`config.mk`:
```
export PLATFORM = sky130hd
export DESIGN_NAME = mod_sha2_compressor
export DESIGN_NICKNAME = d
export VERILOG_FILES = /design/src/rtl/mod_sha2_compressor.sv
export SDC_FILE = /design/constraint.sdc
export NUM_CORES = 2
export LEC_CHECK = 0
export BUFFER_PORTS_ARGS = -buffer_cell sky130_fd_sc_hd__buf_4
export CAP_MARGIN = 0
export CORE_MARGIN = 4
export CORE_UTILIZATION = 60
export DETAILED_ROUTE_END_ITERATION = 10
export GPL_TIMING_DRIVEN = 1
export PLACE_DENSITY = 0.88
export SLEW_MARGIN = 20
export SYNTH_ARGS = -nofsm -noshare
export SYNTH_HDL_FRONTEND = slang
export SYNTH_SLANG_ARGS = --single-unit
```
`constraint.sdc`:
```
create_clock -name CLK -period 10.74 [get_ports CLK]
set_input_delay 2.148 -clock CLK [delete_from_list [all_inputs] [get_ports CLK]]
set_output_delay 2.148 -clock CLK [all_outputs]
set_load 0.03 [all_outputs]
```
`src/rtl/mod_sha2_compressor.sv`:
```
// SHA-2 compression core: one round per clock, with K/W supplied externally for ROUND_IDX.
// WORD_W=32 selects SHA-256 (64 rounds), WORD_W=64 selects SHA-512 (80 rounds).
module mod_sha2_compressor #(
  parameter int WORD_W = 32,
  parameter int ROUNDS = 64
) (
  input  logic                CLK,
  input  logic                RESET,
  input  logic                START,
  input  logic                CHAIN,
  input  logic [8*WORD_W-1:0] H_IN,
  input  logic [WORD_W-1:0]   K_IN,
  input  logic [WORD_W-1:0]   W_IN,
  output logic [6:0]          ROUND_IDX,
  output logic                BUSY,
  output logic                DONE,
  output logic [8*WORD_W-1:0] DIGEST
);

  generate
    if (!((WORD_W == 32 && ROUNDS == 64) || (WORD_W == 64 && ROUNDS == 80))) begin : g_bad_cfg
      $error("mod_sha2_compressor: WORD_W/ROUNDS must be 32/64 or 64/80");
    end
  endgenerate

  localparam int S0_R1 = (WORD_W == 32) ? 2  : 28;
  localparam int S0_R2 = (WORD_W == 32) ? 13 : 34;
  localparam int S0_R3 = (WORD_W == 32) ? 22 : 39;
  localparam int S1_R1 = (WORD_W == 32) ? 6  : 14;
  localparam int S1_R2 = (WORD_W == 32) ? 11 : 18;
  localparam int S1_R3 = (WORD_W == 32) ? 25 : 41;
  localparam logic [6:0] LAST_ROUND = 7'(ROUNDS - 1);

  typedef enum logic [1:0] {
    S_IDLE  = 2'd0,
    S_ROUND = 2'd1,
    S_FINAL = 2'd2
  } state_t;

  state_t              state_q, state_d;
  logic [6:0]          cnt_q, cnt_d;
  logic                done_q, done_d;
  logic [8*WORD_W-1:0] digest_q, digest_d;
  logic [WORD_W-1:0]   work_q [8];
  logic [WORD_W-1:0]   work_d [8];
  logic [WORD_W-1:0]   chain_q [8];
  logic [WORD_W-1:0]   chain_d [8];

  logic [WORD_W-1:0]   h_in_w [8];
  logic [WORD_W-1:0]   digest_w [8];
  logic [8*WORD_W-1:0] final_sum;
  logic [WORD_W-1:0]   sig0, sig1, ch, maj, t1, t2;

  function automatic logic [WORD_W-1:0] rotr(input logic [WORD_W-1:0] x, input int n);
    rotr = (x >> n) | (x << (WORD_W - n));
  endfunction

  // Word 0 (H0 / a) lives in the most significant slice of the packed buses.
  genvar gi;
  generate
    for (gi = 0; gi < 8; gi++) begin : g_words
      assign h_in_w[gi]   = H_IN[(8-gi)*WORD_W-1 -: WORD_W];
      assign digest_w[gi] = digest_q[(8-gi)*WORD_W-1 -: WORD_W];
      assign final_sum[(8-gi)*WORD_W-1 -: WORD_W] = chain_q[gi] + work_q[gi];
    end
  endgenerate

  always_comb begin
    sig0 = rotr(work_q[0], S0_R1) ^ rotr(work_q[0], S0_R2) ^ rotr(work_q[0], S0_R3);
    sig1 = rotr(work_q[4], S1_R1) ^ rotr(work_q[4], S1_R2) ^ rotr(work_q[4], S1_R3);
    ch   = (work_q[4] & work_q[5]) ^ (~work_q[4] & work_q[6]);
    maj  = (work_q[0] & work_q[1]) ^ (work_q[0] & work_q[2]) ^ (work_q[1] & work_q[2]);
    t1   = work_q[7] + sig1 + ch + K_IN + W_IN;
    t2   = sig0 + maj;
  end

  always_comb begin
    state_d  = state_q;
    cnt_d    = cnt_q;
    done_d   = 1'b0;
    digest_d = digest_q;
    work_d   = work_q;
    chain_d  = chain_q;
    case (state_q)
      S_IDLE: begin
        if (START) begin
          for (int i = 0; i < 8; i++) begin
            chain_d[i] = CHAIN ? digest_w[i] : h_in_w[i];
            work_d[i]  = chain_d[i];
          end
          cnt_d   = '0;
          state_d = S_ROUND;
        end
      end
      S_ROUND: begin
        work_d[0] = t1 + t2;
        work_d[1] = work_q[0];
        work_d[2] = work_q[1];
        work_d[3] = work_q[2];
        work_d[4] = work_q[3] + t1;
        work_d[5] = work_q[4];
        work_d[6] = work_q[5];
        work_d[7] = work_q[6];
        if (cnt_q == LAST_ROUND) begin
          cnt_d   = '0;
          state_d = S_FINAL;
        end else begin
          cnt_d = cnt_q + 7'd1;
        end
      end
      S_FINAL: begin
        digest_d = final_sum;
        done_d   = 1'b1;
        state_d  = S_IDLE;
      end
      default: state_d = S_IDLE;
    endcase
  end

  always_ff @(posedge CLK) begin
    if (RESET) begin
      state_q  <= S_IDLE;
      cnt_q    <= '0;
      done_q   <= 1'b0;
      digest_q <= '0;
      for (int i = 0; i < 8; i++) begin
        work_q[i]  <= '0;
        chain_q[i] <= '0;
      end
    end else begin
      state_q  <= state_d;
      cnt_q    <= cnt_d;
      done_q   <= done_d;
      digest_q <= digest_d;
      for (int i = 0; i < 8; i++) begin
        work_q[i]  <= work_d[i];
        chain_q[i] <= chain_d[i];
      end
    end
  end

  assign ROUND_IDX = (state_q == S_ROUND) ? cnt_q : 7'd0;
  assign BUSY      = (state_q != S_IDLE);
  assign DONE      = done_q;
  assign DIGEST    = digest_q;

endmodule

```
Word level (Yosys, flattened, before mapping)

Cells that the tools add are included.

Register bits: 778
Input bits: 324

Add/subtract/negate cells: 16
Equal/unequal tests: 5
Mux-type cells: 18
Bitwise gates (word level): 19
Reductions and logical operators: 6

Operator list:

| operator                                      | count |
|---|---|
| one-hot mux 256 bit (2 select lines)          | 1 |
| adder 32 bit                                  | 15 |
| 2-to-1 mux 256 bit                            | 1 |
| 2-to-1 mux 32 bit                             | 8 |
| XOR 32 bit                                    | 7 |
| AND 32 bit                                    | 5 |
| inverter 32 bit                               | 1 |
| bitwise OR 10 x 32 -> 32 bit                  | 1 |
| bitwise OR 19 x 32 -> 32 bit                  | 1 |
| bitwise OR 21 x 32 -> 32 bit                  | 1 |
| bitwise OR 26 x 32 -> 32 bit                  | 1 |
| bitwise OR 30 x 32 -> 32 bit                  | 1 |
| bitwise OR 7 x 32 -> 32 bit                   | 1 |
| 2-to-1 mux 7 bit                              | 3 |
| one-hot mux 7 bit (2 select lines)            | 1 |
| adder 7 x 1 -> 7 bit, second input constant   | 1 |
| == test 7 x 6 -> 1 bit, second input constant | 1 |
| AND reduction 2 bit                           | 3 |
| 2-to-1 mux 2 bit                              | 2 |
| inequality test 2 bit, second input constant  | 2 |
| one-hot mux 2 bit (2 select lines)            | 1 |
| nonzero test 2 bit                            | 2 |
| == test 2 x 1 -> 1 bit, second input constant | 1 |
| == test 2 bit, second input constant          | 1 |
| other kinds (2)                               | 2 |

Longest topological paths before layout

Depth in word-level cells: 9
Mapped depth: 32
Gate-level depth less buffers: 31

Least setup slack after synthesis

OpenSTA, ideal clock, no wires.

Kind: input port to flip-flop
Start: in K_IN[2]
End: reg work_q[255] in the netlist's numbering
Data arrival time: 8,168 ps
Data required time: 10,604 ps
Path slack: 2,437 ps
Cell stages on the path: 28
Path buffers: 0
Cells stage by stage: inv_1 > fa_1 > inv_1 > fa_1 > inv_1 > fa_1 > inv_1 > ha_1 > a21o_1 > a21oi_1 > o21bai_1 > a211oi_1 > o21ai_0 > a221o_1 > a21oi_1 > xnor2_1 > fa_1 > ha_1 > and2_1 > a221o_1 > nor4_1 > nor2_1 > a311oi_1 > o311ai_0 > nor4_1 > nor3_1 > xnor2_1 > o32ai_1

Longest elaborated chain between the ends: 4

RTL lines:

| what                                 | line | text |
|---|---|---|
| start, declared                      | 12   | `input logic [WORD_W-1:0] K_IN,` |
| adder 32 bit (2 in a row)            | 73   | `t1 = work_q[7] + sig1 + ch + K_IN + W_IN;` |
| adder 32 bit                         | 96   | `work_d[0] = t1 + t2;` |
| one-hot mux 256 bit (2 select lines) | 84   | `case (state_q)` |
| end signal, assigned by index        | 136  | `work_q[i] <= work_d[i];` |
| end, declared                        | 44   | `logic [WORD_W-1:0] work_q [8];` |

No other way between the ends.
A chain may end at the register's enable or synchronous reset.

Worst setup path in the final report

Same ends and word-level chain as after synthesis.

==> impl_metrics.sql <==
INSERT INTO impl_metrics (metric_group, metric, value, unit) VALUES
('placed_design', 'routabilityCongestion', '1.041', ''),
('routing', 'via_per_inst', '6.373', ''),
('finish', 'syn2layout_area_growth', '15.08', '%'),
('pwr', 'pwr_density_cell', '360.8', 'nW/um^2'),
('critical_path', 'worstSetupEndpointType', 'flop', ''),
('logic_synthesis', 'netlist_top_cells_count', '809 x nor2_1, 778 x dfxtp_1, 678 x a21oi_1', ''),
('logic_synthesis', 'synthXorXnorAreaFrac', '7.090', '%'),
('finish', 'design.final.nets', '7731', ''),
('placed_design', 'io_buffers', '588', ''),
('logic_synthesis', 'synth.largest_area_cell', 'dfxtp_1', ''),
('finish', 'area.sequential', '15570', 'sq um'),
('routing', 'dr.first_iter.drc_count', '6289', ''),
('floorplan', 'floorplan.die.width', '301.4', 'um'),
('routing', 'route.detailed.drc', '0', ''),
('critical_path', 'crit_type', 'in -> reg', ''),
('logic_synthesis', 'ys_seq_elements', '778', ''),
('clock_network', 'clk_root_buffer_cell', 'clkbuf_16', ''),
('clock_network', 'tritoncts_buffers', '85', ''),
('clock_network', 'clk_pin_slew', '0.07', 'ns'),
('clock_network', 'cts-root-to-sink-buffers', '3', ''),
('global_route', 'groute.usage.overall', '43.12', '%'),
('critical_path', 'startpoint_type', 'input port', ''),
('clock_network', 'postCtsHoldBufs', '0', ''),
('finish', 'final.fill_count', '6986', ''),
('timing', 'max_slew.worst_pin.slew', '1.199', 'ns'),
('logic_synthesis', 'yosysMostFrequentCell', 'nor2_1', ''),
('floorplan', 'dieArea', '90810', 'sq um'),
('floorplan', 'die_h', '301.4', 'um'),
('logic_synthesis', 'syn_nets', '7407', ''),
('logic_synthesis', 'number_of_enable_flip_flop_cells_after_synthesis', '0', ''),
('logic_synthesis', 'synth-compound-area-share', '22.88', '%'),
('global_route', 'grt_pass1_wl', '298900', 'um'),
('global_route', 'antenna_found_initial', '13', ''),
('routing', 'detail_route.wirelength', '203800', 'um'),
('critical_path', 'worst_ep_arrival_time', '9.57', 'ns'),
('floorplan', 'io_pins', '589', ''),
('pwr', 'vdd_drop_max', '0.4380', 'mV'),
('routing', 'antenna_violating_nets_post_route', '0', ''),
('logic_synthesis', 'yosysTopAreaCellShare', '30.16', '%'),
('routing', 'wl_per_cell', '25.01', 'um'),
('placed_design', 'place_ws', '1.223', 'ns'),
('logic_synthesis', 'muxShareOfSynthArea', '1.989', '%'),
('timing', 'finalSetupViolCount', '0', ''),
('finish', 'finalCoreUtilization', '69.68', '%'),
('timing', 'layout_setup_ws', '1.653', 'ns'),
('timing', 'layout_min_cycle_time', '9.087', 'ns'),
('logic_synthesis', 'synthesis.yosys.warnings', '0', ''),
('hold_path', 'timing.hold.worst.class', 'reg -> reg', ''),
('clock_network', 'ctsHtreeMaxLevel', '3', ''),
('run_status', 'outcome', 'completed', ''),
('timing', 'slew_violations', '0', ''),
('logic_synthesis', 'synth-simple-area-share', '18.60', '%'),
('logic_synthesis', 'synth_fa_ha_area_share', '13.87', '%'),
('clock_network', 'ctsResizeCount', '0', ''),
('timing', 'final-hold-violation-count', '0', ''),
('floorplan', 'placement_rows', '107', ''),
('floorplan', 'core_area', '85280', 'sq um'),
('floorplan', 'initial_core_utilization', '60.55', '%'),
('pwr', 'power.static_leakage', '26.01', 'nW'),
('job', 'max_cap_viol_count', '0', ''),
('logic_synthesis', 'synthDistinctLibCells', '76', ''),
('logic_synthesis', 'dominantRegCellSynth', 'dfxtp_1', ''),
('routing', 'drtPass1Iterations', '7', ''),
('timing', 'totalNegativeSetupSlack', '0', 'ns'),
('finish', 'area_occupied_by_multi_input_gates', '33320', 'sq um'),
('logic_synthesis', 'postSynthAreaPerCell', '7.814', 'sq um'),
('clock_network', 'cts_sinks', '778', ''),
('clock_network', 'clk-insertion-delay-late', '0.66', 'ns'),
('clock_network', 'tritoncts_clock_tree', 'done', ''),
('routing', 'routed-via-count', '51944', ''),
('logic_synthesis', 'synth_top_cells_by_area', 'dfxtp_1 30%, ha_1 8.3%, a21oi_1 6.6%', '');
[final timing paths]
check / startpoint / to / slack (ns) / cells after the start
worst min register to register: chain_q[109] / chain_q[109] / 0.46 / 2
worst max-delay path: K_IN[2] / work_q[255] / 1.65 / 28
worst min-delay path: chain_q[109] / chain_q[109] / 0.46 / 2
worst max register to register: work_q[109] / work_q[255] / 2.70 / 26
[where the power goes]
part           switching, W  internal, W  total [W]
Clock               0.00129      0.00178    0.00307
Sequential         0.000489      0.00312    0.00361
Combinational       0.00900      0.00576     0.0148
[cell usage in the layout (no fill, tap or decap), types with 234 or more instances in the layout]
cell type  count
o21ai_0      444
nor2b_1      234
dfxtp_1      778
xnor2_1      287
nand2_1      602
ha_1         342
buf_4        627
a211oi_1     298
a21oi_1      678
nor2_1       807
inv_1        343
[critical path: stages]
cell and delay, ns:
buf_4 0.08, inv_1 0.05, fa_1 0.53, inv_1 0.07, fa_1 0.49, inv_1 0.05, fa_1 0.53, inv_1 0.06
ha_1 0.27, a21o_1 0.18, a21oi_1 0.26, o21bai_1 0.14, a21oi_1 0.32, nand3_1 0.17, a41oi_1 0.28, xnor2_1 0.26
fa_1 0.48, ha_1 0.38, a211oi_1 0.31, nor2_1 0.10, o41ai_1 0.42, a31oi_1 0.33, a311oi_1 0.77, o311ai_0 0.28
nor4_1 0.21, nor3_1 0.10, xnor2_1 0.18, o32ai_1 0.12
[state kept, by name (all words and copies together), names as in the netlist]
| name | count |
|---|---|
| DIGEST | 256 |
| DONE | 1 |
| chain_q | 256 |
| cnt_q | 7 |
| state_q | 2 |
| work_q | 256 |
[cell type report]
| type | instances | share of cell area [%] |
|---|---|---|
| diodes | 11 | 0.04633 |
| clock inverters | 35 | 0.7981 |
| multi-input cells | 5086 | 56.08 |
| repair buffers | 636 | 8.208 |
| well taps | 1144 | 2.409 |
| flip-flops and latches | 778 | 26.21 |
| inverters | 345 | 2.184 |
| clock buffers | 116 | 4.066 |
[through the flow]
stage                     hold WS [ns]  power (W)  cell area [sq um]  cells
after floorplan                 0.4316    0.01389              51630   6608
after global placement          0.4450    0.01774              56470   7988
after detailed placement        0.4506    0.01777              56490   7989
after CTS                       0.4601    0.02095              59380   8140
after global routing            0.4777    0.02282              59390   8140
final                           0.4590    0.02144              59420   8151
[cells by family (layout without fill, tap and decap cells)]
| group | count (synthesis) | count (layout) |
|---|---|---|
| compound gates | 1935 | 1935 |
| xor+xnor | 418 | 418 |
| fa+ha+maj | 497 | 497 |
| buf+inv | 744 | 1132 |
| flops | 778 | 778 |
| mux | 97 | 97 |
| other cells | 0 | 11 |
| simple gates | 2139 | 2139 |
[per-layer routing]
| layer | up-vias | global-route usage, % | wire length, um |
|---|---|---|---|
| met5 | - | 0 | 78 |
| met4 | 12 | 26.77 | 15230 |
| met3 | 770 | 12.09 | 25690 |
| met2 | 3187 | 64.82 | 86400 |
| met1 | 24433 | 54.80 | 76440 |
| li1 | 23542 | - | - |
No activity file was read; power rests on OpenSTA's default activity.
